**config.mk**
```make
export PLATFORM = sky130hd
export DESIGN_NAME = mod_hash_seq
export DESIGN_NICKNAME = d
export VERILOG_FILES = /design/src/rtl/mod_hash_seq.sv
export SDC_FILE = /design/constraint.sdc
export NUM_CORES = 2
export LEC_CHECK = 0
export CAP_MARGIN = 10
export CORE_UTILIZATION = 45
export CTS_CLUSTER_DIAMETER = 50
export CTS_CLUSTER_SIZE = 25
export DETAILED_ROUTE_END_ITERATION = 7
export MAX_ROUTING_LAYER = met4
export PLACE_DENSITY = 0.63
export SYNTH_ARGS = -nofsm -noshare
export SYNTH_HDL_FRONTEND = slang
export SYNTH_SLANG_ARGS = --single-unit
```
**constraint.sdc**
```tcl
create_clock -name CLK -period 35.9 [get_ports CLK]
set_input_delay 5.385 -clock CLK [delete_from_list [all_inputs] [get_ports CLK]]
set_output_delay 5.385 -clock CLK [all_outputs]
set_load 0.02 [all_outputs]
```
**src/rtl/mod_hash_seq.sv**
```systemverilog
// Block-hash sequencer. It drives a SHA-256 compression core through the
// LOAD_H / HASH / SUM_STORE commands and serves the message, K and H words to it.
module mod_hash_seq (
  input  logic        CLK,
  input  logic        RST,
  input  logic        START,
  input  logic        M_WE,
  input  logic [3:0]  M_WA,
  input  logic [31:0] M_WD,
  input  logic [2:0]  H_RA,
  output logic [31:0] H_RD,
  output logic        BUSY,
  output logic        DONE,
  output logic        ERR,
  output logic [7:0]  CMD,
  input  logic [7:0]  MKA,
  input  logic [7:0]  HA,
  output logic [31:0] MD,
  output logic [31:0] KD,
  output logic [31:0] HD_IN,
  input  logic [31:0] HD_OUT,
  input  logic        RDY
);

  localparam logic [7:0] CmdIdle     = 8'd0;
  localparam logic [7:0] CmdLoadH    = 8'd1;
  localparam logic [7:0] CmdHash     = 8'd2;
  localparam logic [7:0] CmdSumStore = 8'd3;
  localparam logic [7:0] WdLast      = 8'd254;

  typedef enum logic [2:0] {
    StIdle, StLoadH, StGap1, StHash, StGap2, StSumStore, StFin
  } state_e;

  state_e      state_q, state_d;
  logic [7:0]  wd_q, wd_d;
  logic        err_q, err_d;
  logic        rdy_q;
  logic        rdy_rise;
  logic [31:0] m_q [16];
  logic [31:0] h_q [16];   // H[8..23]
  logic [31:0] iv;

  assign rdy_rise = RDY & ~rdy_q;
  assign ERR      = err_q;

  always_ff @(posedge CLK or posedge RST) begin
    if (RST) begin
      state_q <= StIdle;
      wd_q    <= '0;
      err_q   <= 1'b0;
      rdy_q   <= 1'b0;
    end else begin
      state_q <= state_d;
      wd_q    <= wd_d;
      err_q   <= err_d;
      rdy_q   <= RDY;
    end
  end

  always_comb begin
    state_d = state_q;
    wd_d    = '0;
    err_d   = err_q;
    CMD     = CmdIdle;
    BUSY    = 1'b1;
    DONE    = 1'b0;
    unique case (state_q)
      StIdle: begin
        BUSY = 1'b0;
        if (START) begin
          state_d = StLoadH;
          err_d   = 1'b0;
        end
      end
      StLoadH: begin
        CMD = CmdLoadH;
        if (rdy_rise) begin
          state_d = StGap1;
        end else if (wd_q == WdLast) begin
          state_d = StIdle;
          err_d   = 1'b1;
        end else begin
          wd_d = wd_q + 8'd1;
        end
      end
      StGap1: state_d = StHash;
      StHash: begin
        CMD = CmdHash;
        if (rdy_rise) begin
          state_d = StGap2;
        end else if (wd_q == WdLast) begin
          state_d = StIdle;
          err_d   = 1'b1;
        end else begin
          wd_d = wd_q + 8'd1;
        end
      end
      StGap2: state_d = StSumStore;
      StSumStore: begin
        CMD = CmdSumStore;
        if (rdy_rise) begin
          state_d = StFin;
        end else if (wd_q == WdLast) begin
          state_d = StIdle;
          err_d   = 1'b1;
        end else begin
          wd_d = wd_q + 8'd1;
        end
      end
      StFin: begin
        BUSY    = 1'b0;
        DONE    = 1'b1;
        state_d = StIdle;
      end
      default: begin
        BUSY    = 1'b0;
        state_d = StIdle;
      end
    endcase
  end

  // Message buffer: host writes land only while idle.
  always_ff @(posedge CLK or posedge RST) begin
    if (RST) begin
      for (int i = 0; i < 16; i++) m_q[i] <= '0;
    end else if (M_WE && state_q == StIdle) begin
      m_q[M_WA] <= M_WD;
    end
  end

  // H RAM: the core stores summed words into H[8..15] during SUM_STORE.
  always_ff @(posedge CLK or posedge RST) begin
    if (RST) begin
      for (int i = 0; i < 16; i++) h_q[i] <= '0;
    end else if (state_q == StSumStore && HA < 8'd8) begin
      h_q[{1'b0, HA[2:0]}] <= HD_OUT;
    end
  end

  always_comb begin
    iv = '0;
    unique case (HA[2:0])
      3'd0: iv = 32'h6a09e667;
      3'd1: iv = 32'hbb67ae85;
      3'd2: iv = 32'h3c6ef372;
      3'd3: iv = 32'ha54ff53a;
      3'd4: iv = 32'h510e527f;
      3'd5: iv = 32'h9b05688c;
      3'd6: iv = 32'h1f83d9ab;
      3'd7: iv = 32'h5be0cd19;
      default: iv = '0;
    endcase
  end

  // For HA in 8..23 the RAM index is HA-8, i.e. {HA[4], HA[2:0]}.
  always_comb begin
    if (HA < 8'd8) begin
      HD_IN = iv;
    end else if (HA < 8'd24) begin
      HD_IN = h_q[{HA[4], HA[2:0]}];
    end else begin
      HD_IN = '0;
    end
  end

  assign H_RD = h_q[{1'b0, H_RA}];
  assign MD   = m_q[MKA[3:0]];

  function automatic logic [31:0] k_const(input logic [5:0] idx);
    logic [31:0] k;
    k = '0;
    case (idx)
      6'd0:  k = 32'h428a2f98;
      6'd1:  k = 32'h71374491;
      6'd2:  k = 32'hb5c0fbcf;
      6'd3:  k = 32'he9b5dba5;
      6'd4:  k = 32'h3956c25b;
      6'd5:  k = 32'h59f111f1;
      6'd6:  k = 32'h923f82a4;
      6'd7:  k = 32'hab1c5ed5;
      6'd8:  k = 32'hd807aa98;
      6'd9:  k = 32'h12835b01;
      6'd10: k = 32'h243185be;
      6'd11: k = 32'h550c7dc3;
      6'd12: k = 32'h72be5d74;
      6'd13: k = 32'h80deb1fe;
      6'd14: k = 32'h9bdc06a7;
      6'd15: k = 32'hc19bf174;
      6'd16: k = 32'he49b69c1;
      6'd17: k = 32'hefbe4786;
      6'd18: k = 32'h0fc19dc6;
      6'd19: k = 32'h240ca1cc;
      6'd20: k = 32'h2de92c6f;
      6'd21: k = 32'h4a7484aa;
      6'd22: k = 32'h5cb0a9dc;
      6'd23: k = 32'h76f988da;
      6'd24: k = 32'h983e5152;
      6'd25: k = 32'ha831c66d;
      6'd26: k = 32'hb00327c8;
      6'd27: k = 32'hbf597fc7;
      6'd28: k = 32'hc6e00bf3;
      6'd29: k = 32'hd5a79147;
      6'd30: k = 32'h06ca6351;
      6'd31: k = 32'h14292967;
      6'd32: k = 32'h27b70a85;
      6'd33: k = 32'h2e1b2138;
      6'd34: k = 32'h4d2c6dfc;
      6'd35: k = 32'h53380d13;
      6'd36: k = 32'h650a7354;
      6'd37: k = 32'h766a0abb;
      6'd38: k = 32'h81c2c92e;
      6'd39: k = 32'h92722c85;
      6'd40: k = 32'ha2bfe8a1;
      6'd41: k = 32'ha81a664b;
      6'd42: k = 32'hc24b8b70;
      6'd43: k = 32'hc76c51a3;
      6'd44: k = 32'hd192e819;
      6'd45: k = 32'hd6990624;
      6'd46: k = 32'hf40e3585;
      6'd47: k = 32'h106aa070;
      6'd48: k = 32'h19a4c116;
      6'd49: k = 32'h1e376c08;
      6'd50: k = 32'h2748774c;
      6'd51: k = 32'h34b0bcb5;
      6'd52: k = 32'h391c0cb3;
      6'd53: k = 32'h4ed8aa4a;
      6'd54: k = 32'h5b9cca4f;
      6'd55: k = 32'h682e6ff3;
      6'd56: k = 32'h748f82ee;
      6'd57: k = 32'h78a5636f;
      6'd58: k = 32'h84c87814;
      6'd59: k = 32'h8cc70208;
      6'd60: k = 32'h90befffa;
      6'd61: k = 32'ha4506ceb;
      6'd62: k = 32'hbef9a3f7;
      6'd63: k = 32'hc67178f2;
      default: k = '0;
    endcase
    return k;
  endfunction

  assign KD = (MKA < 8'd64) ? k_const(MKA[5:0]) : 32'd0;

endmodule

```
==> key figures <==
Clocking
  • CTS buffer count: 93
  • Post-CTS Hold Fix Bufs: 0
  • TritonCTS clock tree: done
  • Clk slew on worst S/H paths: 0.05 ns
  • Post-CTS sizing: 0
  • Clock Tree Buf Depth: 3
  • CTS H-tree lvls: 3
  • Worst-Skew Late Latency: 0.69 ns
  • CTS Root Cell: clkbuf_16
  • Post-CTS Setup Inserts: 0
  • CTS Sinks: 781

Cells and area
  • Commonest non-fill, non-tap cells in the layout: dfrtp_1 (781), mux2_2 (770), mux4_2 (249)
  • Layout Nets: 3,130
  • Fillers: 7,337
  • Util after Layout: 52.97%
  • Synth-to-layout area growth: 16.09%
  • Commonest non-fill, non-tap cell in the layout: dfrtp_1
  • Layout cell share with drive strength beyond 1: 42.93%

Setup path
  • Worst setup SP type: input port
  • Flop-to-flop setup slack: 32.42 ns
  • Critical Path Max Stage Delay: 0.73 ns
  • Crit-path cells: buf_8 -> buf_4 -> ha_1 -> nor2b_1 -> nor2_1 -> mux4_2 -> o32ai_1 -> clkdlybuf4s50_1
  • Worst endpoint data arrival time: 9.43 ns
  • Crit path max fanout: 60
  • Slowest cell on crit path: buf_4
  • Worst Setup End Kind: output port
  • Worst EP required: 30.51 ns
  • Critical setup path kind: input port to output port

Die
  • I/O pins: 231
  • Die width: 301.8 um
  • Core outline area: 0.08865 sq mm
  • Initial core utilization: 45.63%
  • Height of the chip: 301.8 um
  • Die ar.: 0.09109 sq mm
  • # rows: 109

Timing
  • Worst slew pin tran: 1.260 ns
  • Tcrit/Tclk final: 41.27%
  • Fmax: 67.49 MHz
  • Period minus WS final: 14.82 ns
  • Setup violators final: 0
  • RSZ-0062 raised after global routing: no
  • Setup TNS after final layout: 0 ns
  • Final Hold Fails: 0
  • Max Clock Skew: 0.02320 ns
  • WHS: 0.4887 ns
  • Slew Viols, Final: 0
  • Slew headroom: 15.72%

Power
  • Pwr dens: 58.85 mW/mm^2
  • Maximum vdd ir drop: 0.05513 mV
  • P_leak: 0.02147 uW

Outcome
  • Failing checks: design-rule violations
  • Status: finished with violations

Place
  • Port bufs: 224
  • Hpwl dp: 73.06 mm
  • GPL Wtd Cong: 0.9882

Route
  • Drt drc: 30
  • 1st-iter DRT viols: 1,985
  • Vias: 26,780
  • Per-cell routed wire length: 28.07 um
  • Vias/cell: 6.283
  • Antenna viol nets, final: 0
  • WL final: 119.6 mm
  • DR pass1 iterations: 8

GRT
  • Initial antenna violation count: 9
  • Global-route wire length before repair: 181.3 mm
  • Vias in the first global route: 28,470
  • Global route total overflow: 0
  • Largest net degree at the start of global routing: 186
  • GRT Total Usage: 27.28%

Logic synthesis
  • Ys Warns: 0
  • Synth Area per Inst: 13.91 sq um
  • Post-synth EDFFs: 0
  • Async set-reset flop share out of synthesis: 100.0%
  • Post-synthesis sequential area ratio: 48.32%
  • Yosys reg bits: 781
  • Netlist cell types: 70
  • Primary FF master, synth: dfrtp_1
  • Syn Inst Count: 2,907
  • Cell Area, Synth: 0.04045 sq mm

Hold path
  • Worst hold path type: flop to flop

Run
  • Total of max-cap violations: 0
## worst paths after layout
kind | startpoint | to | cells after the start
max | MKA[0] | KD[11] | 8
min | m_q[496] | m_q[496] | 1
max reg2reg | state_q[1] | m_q[494] | 5
min reg2reg | m_q[496] | m_q[496] | 1
max in group asynchronous | RST | m_q[45] | 5
min in group asynchronous | RST | ERR | 2
## worst max-delay path: cells and delay by family
kind,cells,cell delay [ns]
fa+ha+maj,1,0.60
mux,1,0.49
buf+inv,3,1.94
compound gates,1,0.15
simple gates,2,0.81
## metrics by stage
step / worst slack [ns] / power [uW] / instance area (sq um) / cells
2_1_floorplan: 8.588 / 1590 / 40470 / 2912
3_3_place_gp: 21.13 / 1729 / 43570 / 4081
3_5_place_dp: 21.13 / 1771 / 43570 / 4081
4_1_cts: 21.12 / 2789 / 46930 / 4254
5_1_grt: 20.89 / 2889 / 46950 / 4262
6_report: 21.08 / 2763 / 46960 / 4263
## routing by layer
layer | GRT usage (%) | vias up | wire, um | share of wire (%)
met5 | - | - | 0 | 0
met4 | 10.70 | 0 | 4458 | 3.7
met3 | 4.489 | 279 | 6904 | 5.8
met2 | 42.72 | 947 | 58300 | 49
met1 | 35.59 | 14300 | 49980 | 42
li1 | - | 11260 | - | -
## cell families after synthesis
logic type / share of synthesized area [%]
fa+ha+maj: 0.8352
flops: 48.32
compound gates: 5.701
other cells: 0.009271
simple gates: 4.439
xor+xnor: 0.1732
mux: 37.50
buf+inv: 3.022
## state kept, by name, summed over array words and instances, names as in the netlist
signal and cells:
wd_q 8, ERR 1, h_q 256, m_q 512
rdy_q 1, state_q 3
## synthesized netlist by cell type, drive strengths merged (3+ instances only)
cell	n	area [sq um]
mux2	807	9200
dfrtp	781	19540
mux4	249	5608
clkbuf	166	624.3
buf	110	515.5
nand2	101	379.1
nor2	73	274.0
a22oi	68	510.5
a21oi	63	315.3
o21ai	52	260.3
nor3	39	205.2
mux2i	36	360.4
nand2b	34	212.7
nor2b	34	212.7
o22ai	33	206.5
ha	27	337.8
nand3	26	130.1
a211oi	20	150.1
inv	20	75.07
a31oi	14	87.58
a311oi	10	87.58
or3	10	62.56
and2	9	56.30
nand4	8	50.05
o31ai	7	52.55
a211o	6	52.55
nand3b	6	45.04
o32ai	6	52.55
or2	6	37.54
xor2	6	52.55
a221oi	5	43.79
a32o	5	50.05
and3	5	31.28
o2111ai	5	43.79
o211ai	5	37.54
o311ai	5	43.79
o211a	4	40.04
o221ai	4	35.03
o311a	4	40.04
a2111oi	3	26.28
a311o	3	30.03
nor4	3	25.02
o2bb2ai	3	26.28
## layout make-up
cell class | instances | area (sq um) | share of cell area, %
Tap cell | 1165 | 1458 | 3.104
Inverter | 22 | 90.09 | 0.1919
Multi-Input combinational cell | 1833 | 19840 | 42.24
Antenna cell | 9 | 22.52 | 0.04796
Sequential cell | 781 | 19540 | 41.62
Clock inverter | 72 | 974.7 | 2.076
Timing Repair Buffer | 280 | 2644 | 5.630
Clock buffer | 101 | 2387 | 5.084
## report_power, final
part	internal [uW]	switching, uW
Sequential	1090	107
Clock	588	421
Combinational	318	239
Note: power is estimated with default switching activity, not from simulation.
